File: src/rtl/sram_array_seq.sv
`timescale 1ns/1ps
// Request/response sequencer for the compiled SRAM macro: turns single-beat reads and
// writes into timed write_en / active-low sense_en strobes, with optional write-verify.
module sram_array_seq #(
  parameter int DATA_W         = 8,
  parameter int ADDR_W         = 11,
  parameter int DEPTH          = 2048,
  parameter int WR_CYCLES      = 2,
  parameter int SENSE_CYCLES   = 1,
  parameter int RECOVER_CYCLES = 1,
  parameter int VERIFY         = 0
) (
  input  logic              clk,
  input  logic              resetn,
  input  logic              req_valid,
  output logic              req_ready,
  input  logic              req_we,
  input  logic [ADDR_W-1:0] req_addr,
  input  logic [DATA_W-1:0] req_wdata,
  output logic              rsp_valid,
  output logic [DATA_W-1:0] rsp_rdata,
  output logic              rsp_err,
  output logic              err_sticky,
  output logic [ADDR_W-1:0] err_addr,
  input  logic              err_clr,
  output logic              write_en,
  output logic              sense_en,
  output logic [ADDR_W-1:0] addr,
  output logic [DATA_W-1:0] din,
  input  logic [DATA_W-1:0] dout
);

  localparam int MAX_WS = (WR_CYCLES > SENSE_CYCLES) ? WR_CYCLES : SENSE_CYCLES;
  localparam int MAX_PH = (MAX_WS > RECOVER_CYCLES) ? MAX_WS : RECOVER_CYCLES;
  localparam int CNT_W  = $clog2(MAX_PH) + 1;

  // Counter is loaded with length-1 and the phase ends on the cycle it reads zero.
  localparam logic [CNT_W-1:0] WR_LOAD    = CNT_W'(WR_CYCLES - 1);
  localparam logic [CNT_W-1:0] SENSE_LOAD = CNT_W'(SENSE_CYCLES - 1);
  localparam logic [CNT_W-1:0] RECOV_LOAD = CNT_W'(RECOVER_CYCLES - 1);
  localparam logic [ADDR_W:0]  DEPTH_LIM  = (ADDR_W + 1)'(DEPTH);

  typedef enum logic [2:0] {IDLE, WRITE, GAP, SENSE, RESP, RECOV} state_t;

  state_t           state_reg;
  logic [CNT_W-1:0] cnt_reg;
  logic             verify_reg;
  logic             skip_recov_reg;
  logic             in_range;

  assign in_range = ({1'b0, req_addr} < DEPTH_LIM);

  always_ff @(posedge clk or negedge resetn) begin
    if (!resetn) begin
      state_reg      <= IDLE;
      cnt_reg        <= '0;
      verify_reg     <= 1'b0;
      skip_recov_reg <= 1'b0;
      req_ready      <= 1'b1;
      rsp_valid      <= 1'b0;
      rsp_rdata      <= '0;
      rsp_err        <= 1'b0;
      err_sticky     <= 1'b0;
      err_addr       <= '0;
      write_en       <= 1'b0;
      sense_en       <= 1'b1;
      addr           <= '0;
      din            <= '0;
    end else begin
      case (state_reg)
        IDLE: begin
          if (req_valid && req_ready) begin
            req_ready      <= 1'b0;
            addr           <= req_addr;
            din            <= req_wdata;
            skip_recov_reg <= !in_range;
            verify_reg     <= req_we && (VERIFY != 0);
            if (!in_range) begin
              // Rejected addresses never touch the array and skip recovery.
              state_reg <= RESP;
              rsp_valid <= 1'b1;
              rsp_rdata <= '0;
              rsp_err   <= 1'b1;
            end else if (req_we) begin
              state_reg <= WRITE;
              write_en  <= 1'b1;
              cnt_reg   <= WR_LOAD;
            end else begin
              state_reg <= SENSE;
              sense_en  <= 1'b0;
              cnt_reg   <= SENSE_LOAD;
            end
          end
        end
        WRITE: begin
          if (cnt_reg == '0) begin
            write_en <= 1'b0;
            if (verify_reg) begin
              state_reg <= GAP;
              cnt_reg   <= RECOV_LOAD;
            end else begin
              state_reg <= RESP;
              rsp_valid <= 1'b1;
              rsp_rdata <= '0;
              rsp_err   <= 1'b0;
            end
          end else begin
            cnt_reg <= cnt_reg - CNT_W'(1);
          end
        end
        GAP: begin
          if (cnt_reg == '0) begin
            state_reg <= SENSE;
            sense_en  <= 1'b0;
            cnt_reg   <= SENSE_LOAD;
          end else begin
            cnt_reg <= cnt_reg - CNT_W'(1);
          end
        end
        SENSE: begin
          if (cnt_reg == '0) begin
            state_reg <= RESP;
            sense_en  <= 1'b1;
            rsp_valid <= 1'b1;
            rsp_rdata <= dout;
            rsp_err   <= verify_reg && (dout != din);
          end else begin
            cnt_reg <= cnt_reg - CNT_W'(1);
          end
        end
        RESP: begin
          rsp_valid <= 1'b0;
          rsp_rdata <= '0;
          rsp_err   <= 1'b0;
          if (skip_recov_reg) begin
            state_reg <= IDLE;
            req_ready <= 1'b1;
          end else begin
            state_reg <= RECOV;
            cnt_reg   <= RECOV_LOAD;
          end
        end
        RECOV: begin
          if (cnt_reg == '0) begin
            state_reg <= IDLE;
            req_ready <= 1'b1;
          end else begin
            cnt_reg <= cnt_reg - CNT_W'(1);
          end
        end
        default: begin
          state_reg <= IDLE;
          req_ready <= 1'b1;
          write_en  <= 1'b0;
          sense_en  <= 1'b1;
        end
      endcase

      // A clear in the same cycle as a new error makes that error the first one.
      if (state_reg == RESP && rsp_err) begin
        err_sticky <= 1'b1;
        if (!err_sticky || err_clr) err_addr <= addr;
      end else if (err_clr) begin
        err_sticky <= 1'b0;
        err_addr   <= '0;
      end
    end
  end

endmodule

File: config.mk
export PLATFORM = sky130hd
export DESIGN_NAME = sram_array_seq
export DESIGN_NICKNAME = d
export VERILOG_FILES = /design/src/rtl/sram_array_seq.sv
export SDC_FILE = /design/constraint.sdc
export NUM_CORES = 1
export LEC_CHECK = 0
export CAP_MARGIN = 25
export CORE_MARGIN = 1.5
export CORE_UTILIZATION = 45
export DETAILED_ROUTE_END_ITERATION = 10
export PLACE_DENSITY = 0.84
export SYNTH_ARGS = -nofsm -noshare
export SYNTH_HDL_FRONTEND = slang
export SYNTH_SLANG_ARGS = --single-unit
File: constraint.sdc
create_clock -name clk -period 4.3 [get_ports clk]
set_input_delay 0.86 -clock clk [delete_from_list [all_inputs] [get_ports clk]]
set_output_delay 0.86 -clock clk [all_outputs]
set_load 0.005 [all_outputs]
# After elaboration in Yosys (flattened, before gate mapping)
# Index checks and enable logic that the tools add are counted.
[totals]
input_bits = 32
regBits = 49
word_cells = 87
[op_classes]
add_sub_neg = 1
n_eq_ne = 15
n_reduce_logical = 24
n_bitwise = 4
muxes = 31
[op_table]
columns = ["operator", "n"]
rows = [
  ["11-bit 2-to-1 mux", 3],
  ["8-bit one-hot mux with 3 select lines", 1],
  ["2-bit inequality test (second input constant)", 9],
  ["8-bit 2-to-1 mux", 2],
  ["3-bit one-hot mux with 5 select lines", 1],
  ["3-bit 2-to-1 mux", 4],
  ["4-bit AND reduction", 3],
  ["1-bit 2-to-1 mux", 10],
  ["5-bit AND reduction", 2],
  ["3-bit OR reduction", 3],
  ["2-bit 2-to-1 mux", 4],
  ["2-bit one-hot mux with 4 select lines", 1],
  ["4-bit OR reduction", 2],
  ["3-bit by 2-bit equality test with 1-bit output (second input constant)", 2],
  ["3-bit equality test (second input constant)", 2],
  ["1-bit one-hot mux with 3 select lines", 2],
  ["5-bit nonzero test", 1],
  ["1-bit inverter", 4],
  ["1-bit one-hot mux with 2 select lines", 2],
  ["1-bit one-hot mux with 4 select lines", 1],
  ["2-bit AND reduction", 2],
  ["2-bit OR reduction", 2],
  ["3-bit by 1-bit equality test with 1-bit output (second input constant)", 1],
  ["3-bit logical NOT", 1],
  ["9 further kinds", 10],
]

# Depth between registers and ports, before layout
# Gate-level depths: netlist (run 1).
[logic_depth]
word_depth = 4
mapped_depth = 6
mapped_depth_nobuf = 5

# Worst setup path before layout (run 1)
# OpenSTA, ideal clock, no wires.
[synth_timing]
kind = "input -> register"
start = "input req_valid"
end = "register cnt_reg[1]"
path_stages = 3
t_arrival_ns = 1.455
slack_ns = 2.717
n_path_buf = 0
setup_time_ns = 0.128
t_required_ns = 4.172
path_cell_list = "a2111oi_2 -> nor2_1 -> mux2i_1"
[synth_between]
elab_chain_len = 3
[synth_lines]
columns = ["item", "line", "text"]
rows = [
  ["start, declared", "15", "input logic req_valid,"],
  ["1-bit logical AND", "72", "if (req_valid && req_ready) begin"],
  ["2-bit inequality test (no line)", "n/a", ""],
  ["4-bit AND reduction (no line)", "n/a", ""],
  ["end signal, assigned", "108", "cnt_reg <= cnt_reg - CNT_W'(1);"],
  ["end signal, assigned", "117", "cnt_reg <= cnt_reg - CNT_W'(1);"],
  ["end signal, assigned", "128", "cnt_reg <= cnt_reg - CNT_W'(1);"],
  ["end, declared", "46", "logic [CNT_W-1:0] cnt_reg;"],
]
# No other way between the ends.
# A chain may end at the register's enable or synchronous reset.

# Worst setup path in the final report (run 1)
[layout_timing]
start = "input req_valid"
end = "register addr[3]"
[layout_between]
elab_chain_len = 2
[layout_lines]
columns = ["item", "line", "text"]
rows = [
  ["1-bit logical AND", "72", ""],
  ["2-bit AND reduction (no line)", "n/a", ""],
  ["end signal, assigned", "74", "addr <= req_addr;"],
  ["end, declared", "28", "output logic [ADDR_W-1:0] addr,"],
]
# No other way between the ends.

==> impl_metrics.toml, run 1 <==
[status]
status = "finished clean"

[sta]
fin_crit_sh_pct = 61.9
grt_setup_unrepaired = "false"
slew_viol_final = 0
timing.fmax_mhz = 376
hold_viol = 0
tns_ns = 0
setup_viol = 0
finClkSkew_ns = 0.00741
post-route-min-period_ns = 2.66
slew-limit-headroom_pct = 38.8
worst_slew_pin_slew_ns = 0.914

[pwr]
switching_power_w = 0.000478
p_comb_share_pct = 42.2
power_frac_seq_pct = 38.8
internal_power_w = 0.00107
swShare_pct = 30.9
clockPowerShare_pct = 19.0
p_per_area_nw_per_um2 = 625
p_leak_nw = 1.14
ir_drop_mv = 0.276

[setup_path]
crit_path_start_kind = "input pin"
max_stage_delay_ns = 0.76
crit_slowest_cell = "nand4b_2"
arrival_ns = 2.83
critPathBufInv = 1
required_ns = 4.46
r2r_slack_ns = 2.02
crit_type = "input pin to flop"
crit_fanout = 20
path_delay_family = "simple AND/OR/NAND/NOR gates"
endpoint_kind = "flop"
crit_path_cell_trace = "clkdlybuf4s50_1, nand4b_2, mux2_4"

[clocking]
clk_latency_ns = 0.29
hold_buffers = 0
cts.repair.resized = 0
root_buffer = "clkbuf_8"
cts_tree = "yes"
cts_buffers = 5
clock_sinks = 36
htree_levels = 2
post_cts_buffers = 0
clkTransAtPathRegs_ns = 0.07
clockBufferDepth = 2

[global_route]
antenna_found_initial = 0
grt_max_degree = 37
grt_most_used_layer = "met2"
groute.usage.overall_pct = 19.9
use_met1_pct = 24.6
grt_pass1_wl_mm = 6.39
grt.met2_usage_pct = 33.2
grtUsageMet3_pct = 5.79
overflow = 0
grt_pass1_vias = 1300

[layout]
largest_reg_flops = 11
fin_cells = 245
reg_top3 = "addr: 11 flops, din: 8 flops, rsp_rdata: 8 flops"
final_area_um2 = 2470
diodes = 0
drive_gt1_share_pct = 18.3
regMostFlops = "addr"
nets = 231
final_core_util_pct = 66.0
area_delta_synth_final_pct = 38.4

[floorplan]
fp.dieH_um = 66.0
initial_core_util_pct = 47.7
num_rows = 22
die_w_um = 66.0
fp.coreArea_um2 = 3740
boundaryPins = 76
die_area_um2 = 4360

[synth]
synth_warnings = 0
synthesis.area_um2 = 1790
synthDistinctLibCells = 40
synth_cells = 136
async_flop_share_pct = 100
synth_area_per_cell_um2 = 13.1
ys_ff_latch = 36
seq_area_frac_synth_pct = 50.6
synth_edf_count = 0
ys.flop_type = "dfrtp_1"

[detailed_routing]
finalWirelength_mm = 3.96
vias = 1248
drtIter0Drc = 53
wl_per_cell_um = 16.2
drt_first_pass_iters = 4
ant_nets = 0
remaining_drc_errors = 0
via_per_inst = 5.09

[placed_design]
gp_congestion = 0.757
place_area_um2 = 2360
hpwl_mm = 2.78
dp.cells = 237
portBuffers = 61

[hold_path]
hold_path.class = "flop to flop"

[flow_run]
cap_violations = 0
-- worst register-to-register path, delay by kind of cell, from the launching register on --
family | cells | cell delay [ns]
flip-flops | 1 | 0.59
AND/OR/NAND/NOR | 2 | 0.98
multiplexers | 1 | 0.58
-- cells in the final DEF, fill, tap and decap left out, drive strengths merged, types with 3 or more instances in the layout --
cell and count:
a22o 9, mux2 19, inv 5, a21oi 6, conb 13, dfrtp 34, clkbuf 5, nor2 4
ha 3, clkdlybuf4s50 61
-- power groups by stage --
stage | combinational [W] | sequential (W) | clock, W
after floorplan | 0.000387 | 0.000557 | 0
after global placement | 0.000620 | 0.000584 | 0
after detailed placement | 0.000650 | 0.000603 | 0
after CTS | 0.000660 | 0.000599 | 0.000301
after global routing | 0.000709 | 0.000621 | 0.000320
final | 0.000652 | 0.000600 | 0.000294
-- area by class of cell --
type                       instances  area [um2]
fill                             283        1270
timing repair buffer              62         618
tap                               48        60.1
clock inverter                     3        42.5
sequential                        36         903
clock buffer                       5        68.8
multi-input combinational         86         761
inverter                           5        18.8
-- routing by layer --
| metal | wire, um | up-vias |
|---|---|---|
| li1 | - | 583 |
| met1 | 1730 | 611 |
| met2 | 1940 | 49 |
| met3 | 237 | 5 |
| met4 | 48 | 0 |
| met5 | 0 | - |
-- logic make-up (layout without fill, tap and decap cells) --
logic type                 Yosys count  count (layout)  synth area share, %
DFF                                 36              36                 50.6
muxes                               21              21                 17.1
and+or+nand+nor                     18              18                 7.07
other                                1              13                0.210
buffers and inverters               26              75                 9.38
AOI/OAI and AO/OA                   31              31                 13.6
adders and majority gates            3               3                 2.10
-- stage by stage --
stage / hold WS, ns / total power [W] / worst slack (ns)
3_5_place_dp: 0.490 / 0.00125 / 1.33
3_3_place_gp: 0.485 / 0.00120 / 1.39
2_1_floorplan: 0.490 / 0.000944 / 2.72
6_report: 0.501 / 0.00155 / 1.64
5_1_grt: 0.523 / 0.00165 / 1.56
4_1_cts: 0.508 / 0.00156 / 1.64
-- cell usage after synthesis (all sizes together) (2+ instances only) --
master / n / area, um2
a21o: 2 / 15.0
a21oi: 6 / 33.8
a22o: 9 / 78.8
and3b: 2 / 17.5
buf: 20 / 145
dfrtp: 34 / 851
dfstp: 2 / 52.6
ha: 3 / 37.5
inv: 5 / 18.8
mux2: 19 / 285
mux2i: 2 / 20.0
nand2: 2 / 7.51
nand3: 2 / 10.0
nor2: 4 / 22.5
nor3: 2 / 15.0
nor3b: 2 / 15.0
o21ai: 2 / 10.0
-- worst paths after layout --
check,depth (start not counted),start,to
min reg2reg,1,rsp_rdata[4]$_DFFE_PN0P_,rsp_rdata[4]$_DFFE_PN0P_
max,3,req_valid,addr[3]$_DFFE_PN0P_
min in group asynchronous,2,resetn,din[7]$_DFFE_PN0P_
max reg2reg,3,state_reg[0]$_DFFE_PN0P_,addr[3]$_DFFE_PN0P_
min,1,rsp_rdata[4]$_DFFE_PN0P_,rsp_rdata[4]$_DFFE_PN0P_
max in group asynchronous,2,resetn,sense_en$_DFFE_PN1P_
Power figures use the tool's default switching activity.
==> run 2: changes to the inputs <==
--- a/config.mk
+++ b/config.mk
@@ -7,9 +7,9 @@
 export LEC_CHECK = 0
 export CAP_MARGIN = 25
 export CORE_MARGIN = 1.5
-export CORE_UTILIZATION = 45
+export CORE_UTILIZATION = 38
 export DETAILED_ROUTE_END_ITERATION = 10
-export PLACE_DENSITY = 0.84
+export PLACE_DENSITY = 0.76
 export SYNTH_ARGS = -nofsm -noshare
 export SYNTH_HDL_FRONTEND = slang
 export SYNTH_SLANG_ARGS = --single-unit
==> constraint.sdc (replaced) <==
create_clock -name clk -period 2.4 [get_ports clk]
set_input_delay 0.48 -clock clk [delete_from_list [all_inputs] [get_ports clk]]
set_output_delay 0.48 -clock clk [all_outputs]
set_load 0.005 [all_outputs]
==> run 2 against run 1 <==
Net effect: the flow now finishes with violations (design-rule violations); routed wire length down 13%; utilization is 11 points lower; first-iteration DRC count is 28% lower; setup slack worse by 1.1 ns; register-to-register slack got worse by 1.3 ns; cell area decreased by 0.86%; highest routed layer unchanged.
==> impl_metrics.toml, run 2 (synthesis results as in run 1) <==
[status]
status = "finished, violations left"
violations = "design-rule violations"

[clocking]
clkTransAtPathRegs_ns = 0.06
post_cts_buffers = 0
clk_latency_ns = 0.27
hold_buffers = 0
clockBufferDepth = 2
cts_tree = "yes"
cts_buffers = 5
htree_levels = 2
cts.repair.resized = 0
root_buffer = "clkbuf_8"
clock_sinks = 36

[layout]
nets = 231
reg_top3 = "addr: 11 flops, din: 8 flops, rsp_rdata: 8 flops"
seq_area_um2 = 903
layout_common_cells = "clkdlybuf4s50_1, dfrtp_1, mux2_4"
drive_gt1_share_pct = 17.9
area_delta_synth_final_pct = 37.2
largest_reg_flops = 11
final_area_um2 = 2450
fillCellCount = 390
diodes = 0
regMostFlops = "addr"
layout_commonest_cell = "clkdlybuf4s50_1"
multi_input_area_um2 = 761

[sta]
slew-limit-headroom_pct = 48.0
timing.fmax_mhz = 524
slew_viol_final = 0
hold_viol = 0
setup_viol = 0
post-route-min-period_ns = 1.91
grt_setup_unrepaired = "false"
tns_ns = 0
finClkSkew_ns = 0.00188
worst_slew_pin_slew_ns = 0.781
fin_crit_sh_pct = 79.5

[pwr]
ir_drop_mv = 0.458
power_frac_seq_pct = 41.1
internal_power_w = 0.00180
switching_power_w = 0.000781
p_comb_share_pct = 43.8
p_leak_nw = 1.13
p_per_area_nw_per_um2 = 1050
clockPowerShare_pct = 15.1
swShare_pct = 30.3

[setup_path]
critPathBufInv = 1
max_stage_delay_ns = 0.61
required_ns = 1.92
cp.depth = 1
arrival_ns = 1.43
reg2reg_depth = 5
crit_path_cell_trace = "clkdlybuf4s50_1"
endpoint_kind = "primary output"
crit_slowest_cell = "dfstp_2"
crit_type = "flop to primary output"
crit_fanout = 7
crit_path_start_kind = "flop"
path_delay_family = "flip-flops"

[detailed_routing]
drt_first_pass_iters = 7
finalWirelength_mm = 3.47
vias = 1212
remaining_drc_errors = 7
via_per_inst = 4.89
wl_per_cell_um = 14.0
ant_nets = 0
drtIter0Drc = 38

[placed_design]
gp_congestion = 0.771
hpwl_mm = 2.40
place_area_um2 = 2370
portBuffers = 61

[flow_run]
cap_violations = 0

[global_route]
overflow = 0
grt_max_degree = 37
antenna_found_initial = 0
grt_pass1_wl_mm = 5.54
grt_pass1_vias = 1153
groute.usage.overall_pct = 14.0

[floorplan]
initial_core_util_pct = 40.2
fp.coreArea_um2 = 4440
boundaryPins = 76
die_w_um = 71.6
die_area_um2 = 5120
fp.dieH_um = 71.6
num_rows = 24

[hold_path]
hold_path.class = "input pin to asynchronous set/reset pin"
run 2: path summary, 6_finish.rpt:
path / endpoint / slack (ns) / startpoint
worst max register to register: rsp_rdata[4]$_DFFE_PN0P_ / 0.68 / cnt_reg[0]$_DFFE_PN0P_
max in group asynchronous: din[4]$_DFFE_PN0P_ / 1.62 / resetn
worst max-delay path: req_ready / 0.49 / req_ready$_DFFE_PN1P_
worst min register to register: rsp_rdata[6]$_DFFE_PN0P_ / 0.50 / rsp_rdata[6]$_DFFE_PN0P_
worst min-delay path: cnt_reg[0]$_DFFE_PN0P_ / 0.28 / resetn
min in group clk: rsp_rdata[6]$_DFFE_PN0P_ / 0.50 / rsp_rdata[6]$_DFFE_PN0P_
run 2: area by class of cell:
| cell class | instances | share of cell area, % |
|---|---|---|
| repair buffers | 62 | 25.5 |
| well taps | 52 | 2.65 |
| clock inverters | 1 | 0.204 |
| clock buffers | 6 | 2.96 |
| inverters | 5 | 0.766 |
| multi-input cells | 86 | 31.0 |
| flip-flops and latches | 36 | 36.9 |
run 2: worst reg2reg max path, stage by stage, from the launching register on:
cell	delay, ns
dfrtp_1	0.39
inv_1	0.12
ha_1	0.34
nand2_1	0.11
nor3_2	0.45
a22o_1	0.24
run 2: routing by layer:
layer	vias to the layer above	global-route usage (%)	wire length, um
li1	578	-	-
met1	590	18.3	1550
met2	42	21.4	1630
met3	2	6.19	273
met4	0	3.77	7
met5	-	0	0
run 2: stage by stage:
step,instances,worst slack [ns],power (W),hold slack [ns],util (%)
2_1_floorplan,148,0.939,0.00169,0.184,-
3_3_place_gp,241,0.484,0.00218,0.485,53.4
3_5_place_dp,241,0.477,0.00220,0.488,53.4
4_1_cts,248,0.482,0.00262,0.307,55.2
5_1_grt,248,0.440,0.00277,0.347,55.2
6_report,248,0.491,0.00258,0.283,55.2
run 2: power groups by stage:
| stage | clock [W] | sequential [W] | combinational, W |
|---|---|---|---|
| global placement | 0 | 0.00106 | 0.00112 |
| floorplan | 0 | 0.000998 | 0.000694 |
| global route | 0.000441 | 0.00110 | 0.00123 |
| CTS | 0.000411 | 0.00106 | 0.00115 |
| finish | 0.000388 | 0.00106 | 0.00113 |
| detailed placement | 0 | 0.00106 | 0.00114 |
